## src/rtl/cache_arbiter.sv

```systemverilog
// Arbiter sharing one physical-memory line port between icache and dcache.
// Round-robin on ties; the winner's command is latched and held until pmem_resp.
module cache_arbiter #(
  parameter int ADDR_W = 32,
  parameter int LINE_W = 256
) (
  input  logic              clk,
  input  logic              rst,
  input  logic              i_pmem_read,
  input  logic [ADDR_W-1:0] i_pmem_address,
  output logic [LINE_W-1:0] i_pmem_rdata,
  output logic              i_pmem_resp,
  input  logic              d_pmem_read,
  input  logic              d_pmem_write,
  input  logic [ADDR_W-1:0] d_pmem_address,
  input  logic [LINE_W-1:0] d_pmem_wdata,
  output logic [LINE_W-1:0] d_pmem_rdata,
  output logic              d_pmem_resp,
  output logic              pmem_read,
  output logic              pmem_write,
  output logic [ADDR_W-1:0] pmem_address,
  output logic [LINE_W-1:0] pmem_wdata,
  input  logic [LINE_W-1:0] pmem_rdata,
  input  logic              pmem_resp
);

  typedef enum logic [1:0] {IDLE, SERVE_I, SERVE_D} state_t;

  state_t              r_state;
  state_t              w_next;
  logic                r_last_grant;
  logic                r_cmd_read;
  logic                r_cmd_write;
  logic [ADDR_W-1:0]   r_addr_q;
  logic [LINE_W-1:0]   r_wdata_q;
  logic                w_i_req;
  logic                w_d_req;

  assign w_i_req = i_pmem_read;
  assign w_d_req = d_pmem_read | d_pmem_write;

  // Command and payload are captured only on the IDLE -> SERVE transition.
  always_ff @(posedge clk or posedge rst) begin
    if (rst) begin
      r_state      <= IDLE;
      r_last_grant <= 1'b1;
      r_cmd_read   <= 1'b0;
      r_cmd_write  <= 1'b0;
      r_addr_q     <= '0;
      r_wdata_q    <= '0;
    end else begin
      r_state <= w_next;
      if (r_state == IDLE && w_next == SERVE_I) begin
        r_cmd_read   <= 1'b1;
        r_cmd_write  <= 1'b0;
        r_addr_q     <= i_pmem_address;
        r_last_grant <= 1'b0;
      end else if (r_state == IDLE && w_next == SERVE_D) begin
        r_cmd_read   <= d_pmem_read & ~d_pmem_write;
        r_cmd_write  <= d_pmem_write;
        r_addr_q     <= d_pmem_address;
        r_wdata_q    <= d_pmem_wdata;
        r_last_grant <= 1'b1;
      end
    end
  end

  always_comb begin
    w_next = r_state;
    case (r_state)
      IDLE: begin
        if (w_i_req && w_d_req) w_next = r_last_grant ? SERVE_I : SERVE_D;
        else if (w_i_req)       w_next = SERVE_I;
        else if (w_d_req)       w_next = SERVE_D;
        else                    w_next = IDLE;
      end
      SERVE_I: if (pmem_resp) w_next = IDLE;
      SERVE_D: if (pmem_resp) w_next = IDLE;
      default: w_next = IDLE;
    endcase
  end

  // Responses are combinational so completion adds no latency.
  always_comb begin
    pmem_read   = 1'b0;
    pmem_write  = 1'b0;
    i_pmem_resp = 1'b0;
    d_pmem_resp = 1'b0;
    if (r_state != IDLE) begin
      pmem_read  = r_cmd_read;
      pmem_write = r_cmd_write;
    end
    if (r_state == SERVE_I) i_pmem_resp = pmem_resp;
    if (r_state == SERVE_D) d_pmem_resp = pmem_resp;
  end

  assign pmem_address = r_addr_q;
  assign pmem_wdata   = r_wdata_q;
  assign i_pmem_rdata = pmem_rdata;
  assign d_pmem_rdata = pmem_rdata;

endmodule

```

## config.mk

```make
export PLATFORM = sky130hd
export DESIGN_NAME = cache_arbiter
export DESIGN_NICKNAME = d
export VERILOG_FILES = /design/src/rtl/cache_arbiter.sv
export SDC_FILE = /design/constraint.sdc
export NUM_CORES = 1
export LEC_CHECK = 0
export CAP_MARGIN = 20
export CORE_AREA = 2 2 545 547
export CTS_CLUSTER_DIAMETER = 100
export DETAILED_ROUTE_END_ITERATION = 10
export DIE_AREA = 0 0 547 549
export PLACE_DENSITY = 0.3
export SETUP_SLACK_MARGIN = 0.4
export SLEW_MARGIN = 30
export SYNTH_ARGS = -nofsm -noshare
export SYNTH_HDL_FRONTEND = slang
export SYNTH_SLANG_ARGS = --single-unit
export TNS_END_PERCENT = 50
```

## constraint.sdc

```tcl
create_clock -name clk -period 14.34 [get_ports clk]
set_input_delay 2.868 -clock clk [delete_from_list [all_inputs] [get_ports clk]]
set_output_delay 2.868 -clock clk [all_outputs]
set_load 0.1 [all_outputs]
```

# == Word level (Yosys, flattened, before mapping) ==
# Index checks and enable logic that the tools add are counted.
# classes
n_eq_ne,4
bitwise,4
n_mux,18
n_reduce_logical,8
# ops
operator,n
$mux W32,2
$mux W1,10
$mux W2,5
$eq A2 B1 Y1 const B,2
$eq A2 B2 Y1 const B,2
$pmux W2 S2,1
$reduce_bool A2 Y1,2
$logic_and A1 B1 Y1,3
$logic_not A2 Y1,1
$not A1 Y1,2
$reduce_and A2 Y1,1
$reduce_or A2 Y1,1
$and A1 B1 Y1,1
$or A1 B1 Y1,1
# word_totals
in_bits,582
register_bits,293

# == Depth between registers and ports, before layout ==
# logic_depth
ltp_word,9
mapped_depth,9

# == Worst setup path before layout ==
# Ideal clock, no wire load.
# synth_path
path_kind,in2out
start,input pmem_resp
end,output d_pmem_resp
stages,1
n_path_buf,0
t_arrival_ns,3.605
setup_slack_ns,7.867
required_ns,11.472
cell_sequence,and2_1
# synth_between
elab_chain_len,1
# synth_lines
element,line_no,source
from (decl),24,input logic pmem_resp
$mux W1,94,if (r_state == SERVE_D) d_pmem_resp = pmem_resp;
to (decl),18,"output logic d_pmem_resp,"
# No other way between the ends.

# == Final worst setup path ==
# layout_path
start,input pmem_resp
end,output i_pmem_resp
# layout_between
elab_chain_len,1
# layout_lines
element,line_no,source
$mux W1,93,if (r_state == SERVE_I) i_pmem_resp = pmem_resp;
to (decl),12,"output logic i_pmem_resp,"
# No other way between the ends.

==> flow_summary.yaml <==
run_status:
  status: "complete, no violations"
timing:
  rsz0062_at_grt: "false"
  period_minus_slack_ps: 7640
  setup_viol: 0
  fmax_mhz: 131
  setup_tns_ps: 0
  slew_headroom_pct: 29.9
  fin_skew_ps: 17.1
  report.final.hold_viol_count: 0
  worst_pin_slew_ps: 1050
  period_share_pct: 53.3
  slew_viol_final: 0
placement:
  dp_hpwl_um: 101000
  portBuffers: 617
  routabilityCongestion: 0.751
floorplan:
  die_y_um: 549
  ios: 1386
  core_area_mm2: 0.295
  die_w_um: 547
  rows: 200
  die_area_mm2: 0.300
  start_util_pct: 5.57
yosys:
  synth.top_cells.by_area: "dfrtp_1 (45%), buf_4 (23%), mux2_4 (23%)"
  ys.flop_type: "dfrtp_1"
  seq_area_frac_synth_pct: 44.7
  synth_largest_area_cell: "dfrtp_1"
  post-synth-top-count-cell: "buf_4"
  synthCells: 1202
  async_reset_ff_share_pct: 100
  ys_ff_latch: 293
  ys_types: 32
  netlist_area_mm2: 0.0164
  synth_edf_count: 0
  synth_nets: 1788
  synth_top_cells_by_count: "buf_4 (512), dfrtp_1 (292), mux2_4 (256)"
  syn-mean-instance-area_um2: 13.7
  synth_top_area_share_pct: 44.5
  ys.warnings.count: 0
detailed_routing:
  dr_total_vias: 9522
  drt_iter0_markers: 466
  viasPerCell: 1.79
  wire_per_inst_um: 21.9
  routed_wl_um: 116000
  ant_nets: 0
  dr.pass1.iters: 5
  drc: 0
global_route:
  grt-ovfl-total: 0
  grt_max_degree: 104
  antenna_found_initial: 27
  grt_pass1_wl_um: 141000
  grtUsageTotal_pct: 7.44
  first_global_vias: 10300
worst_setup_path:
  worstPathMaxFanout: 4
  slowest_delay_ps: 1140
  cp-end-kind: "output pin"
  critical_path_class: "in -> out"
  crit_required_ps: 11470
  cpMaxStageDelayCell: "clkdlybuf4s50_1"
  crit_top_cell: "clkdlybuf4s50_1"
  worstPathCellList: "clkdlybuf4s50_1 -> and2_1 -> clkdlybuf4s50_1"
  arrival_ps: 4770
  critPathLaunchType: "input port"
layout:
  final-seq-area_mm2: 0.00733
  multiInputGateArea_mm2: 0.00465
  drive_gt1_share_pct: 36.1
  syn_to_final_growth_pct: 48.1
  nets: 1908
  fill_cells: 34000
clock_network:
  postCtsHoldBufs: 0
  numCtsBuffers: 43
  clockBufferDepth: 3
  cts_resized: 0
  cts_tree: "done"
  cts_setup_buffers: 0
  clkSinkCount: 293
  cts_root_buf: "clkbuf_16"
  htreeDepth: 2
  clk_latency_ps: 610
  path_clk_slew_ps: 60
run:
  drv_cap: 0
hold_path:
  hold_class: "reg -> reg"
final timing paths:
| check | from | endpoint | slack, ps | cells after the start |
|---|---|---|---|---|
| setup / recovery | pmem_resp | i_pmem_resp | 6700 | 3 |
| hold / removal | pmem_wdata[112] | pmem_wdata[112] | 500 | 1 |
| setup reg to reg | r_state[0] | pmem_wdata[112] | 9700 | 9 |
| hold reg to reg | pmem_wdata[112] | pmem_wdata[112] | 500 | 1 |
| max in group asynchronous | rst | pmem_wdata[159] | 9430 | 4 |
| min in group asynchronous | rst | pmem_wdata[87] | 2810 | 2 |
layout make-up:
cell class,count,share of cell area [%]
sequential,293,30.1
timing repair buffer,630,24.3
tap,3939,20.3
multi-input combinational,349,19.1
clock buffer,60,5.06
clock inverter,19,0.921
antenna,12,0.123
inverter,5,0.108
critical path, delay by kind of cell:
kind                   cells  cell delay [ps]
buffers and inverters      2             1720
and+or+nand+nor            1              160
metrics by stage:
step,std cells,hold slack [ps],setup WS (ps),instance area (µm²),util [%]
6_report,5307,498,6700,24300,8.24
5_1_grt,5297,512,6690,24300,8.24
4_1_cts,5294,500,6700,24300,8.23
3_5_place_dp,5215,486,6710,22800,7.74
3_3_place_gp,5215,486,6640,22900,7.77
2_1_floorplan,1202,468,3380,16400,-
routing by layer:
layer	vias to the layer above	part of all wire (%)	wire length [µm]	GRT usage, %
met5	-	0	0	0
met4	0	4.5	5220	3.22
met3	267	20	22800	6.65
met2	987	47	54200	12.3
met1	4452	29	33900	6.21
li1	3816	-	-	-
flip-flops by register name, indices dropped and copies added (netlist names):
register and flops:
pmem_wdata 256, pmem_address 32, r_state 2, r_cmd_read 1, r_cmd_write 1, r_last_grant 1
cells in the final DEF, fill, tap and decap left out, types with 5 or more instances in the layout:
cell type and instances:
o221a_1 24, dfrtp_1 292, clkbuf_16 43, mux2_4 256
o221a_2 8, clkbuf_8 9, buf_2 25, clkinvlp_4 5
clkdlybuf4s50_1 481, clkinv_2 6, clkbuf_1 8, or3_1 32
buf_4 122, diode_2 12
kinds of logic after synthesis:
group	share of synthesized area [%]
buffers and inverters	27.1
DFF	44.7
muxes	23.6
and+or+nand+nor	1.71
AOI/OAI and AO/OA	2.61
adders and majority gates	0.305
Power is left out: the tool's default activity adds up to more than one toggle a clock period on the data nets, which glitch-free logic cannot reach.
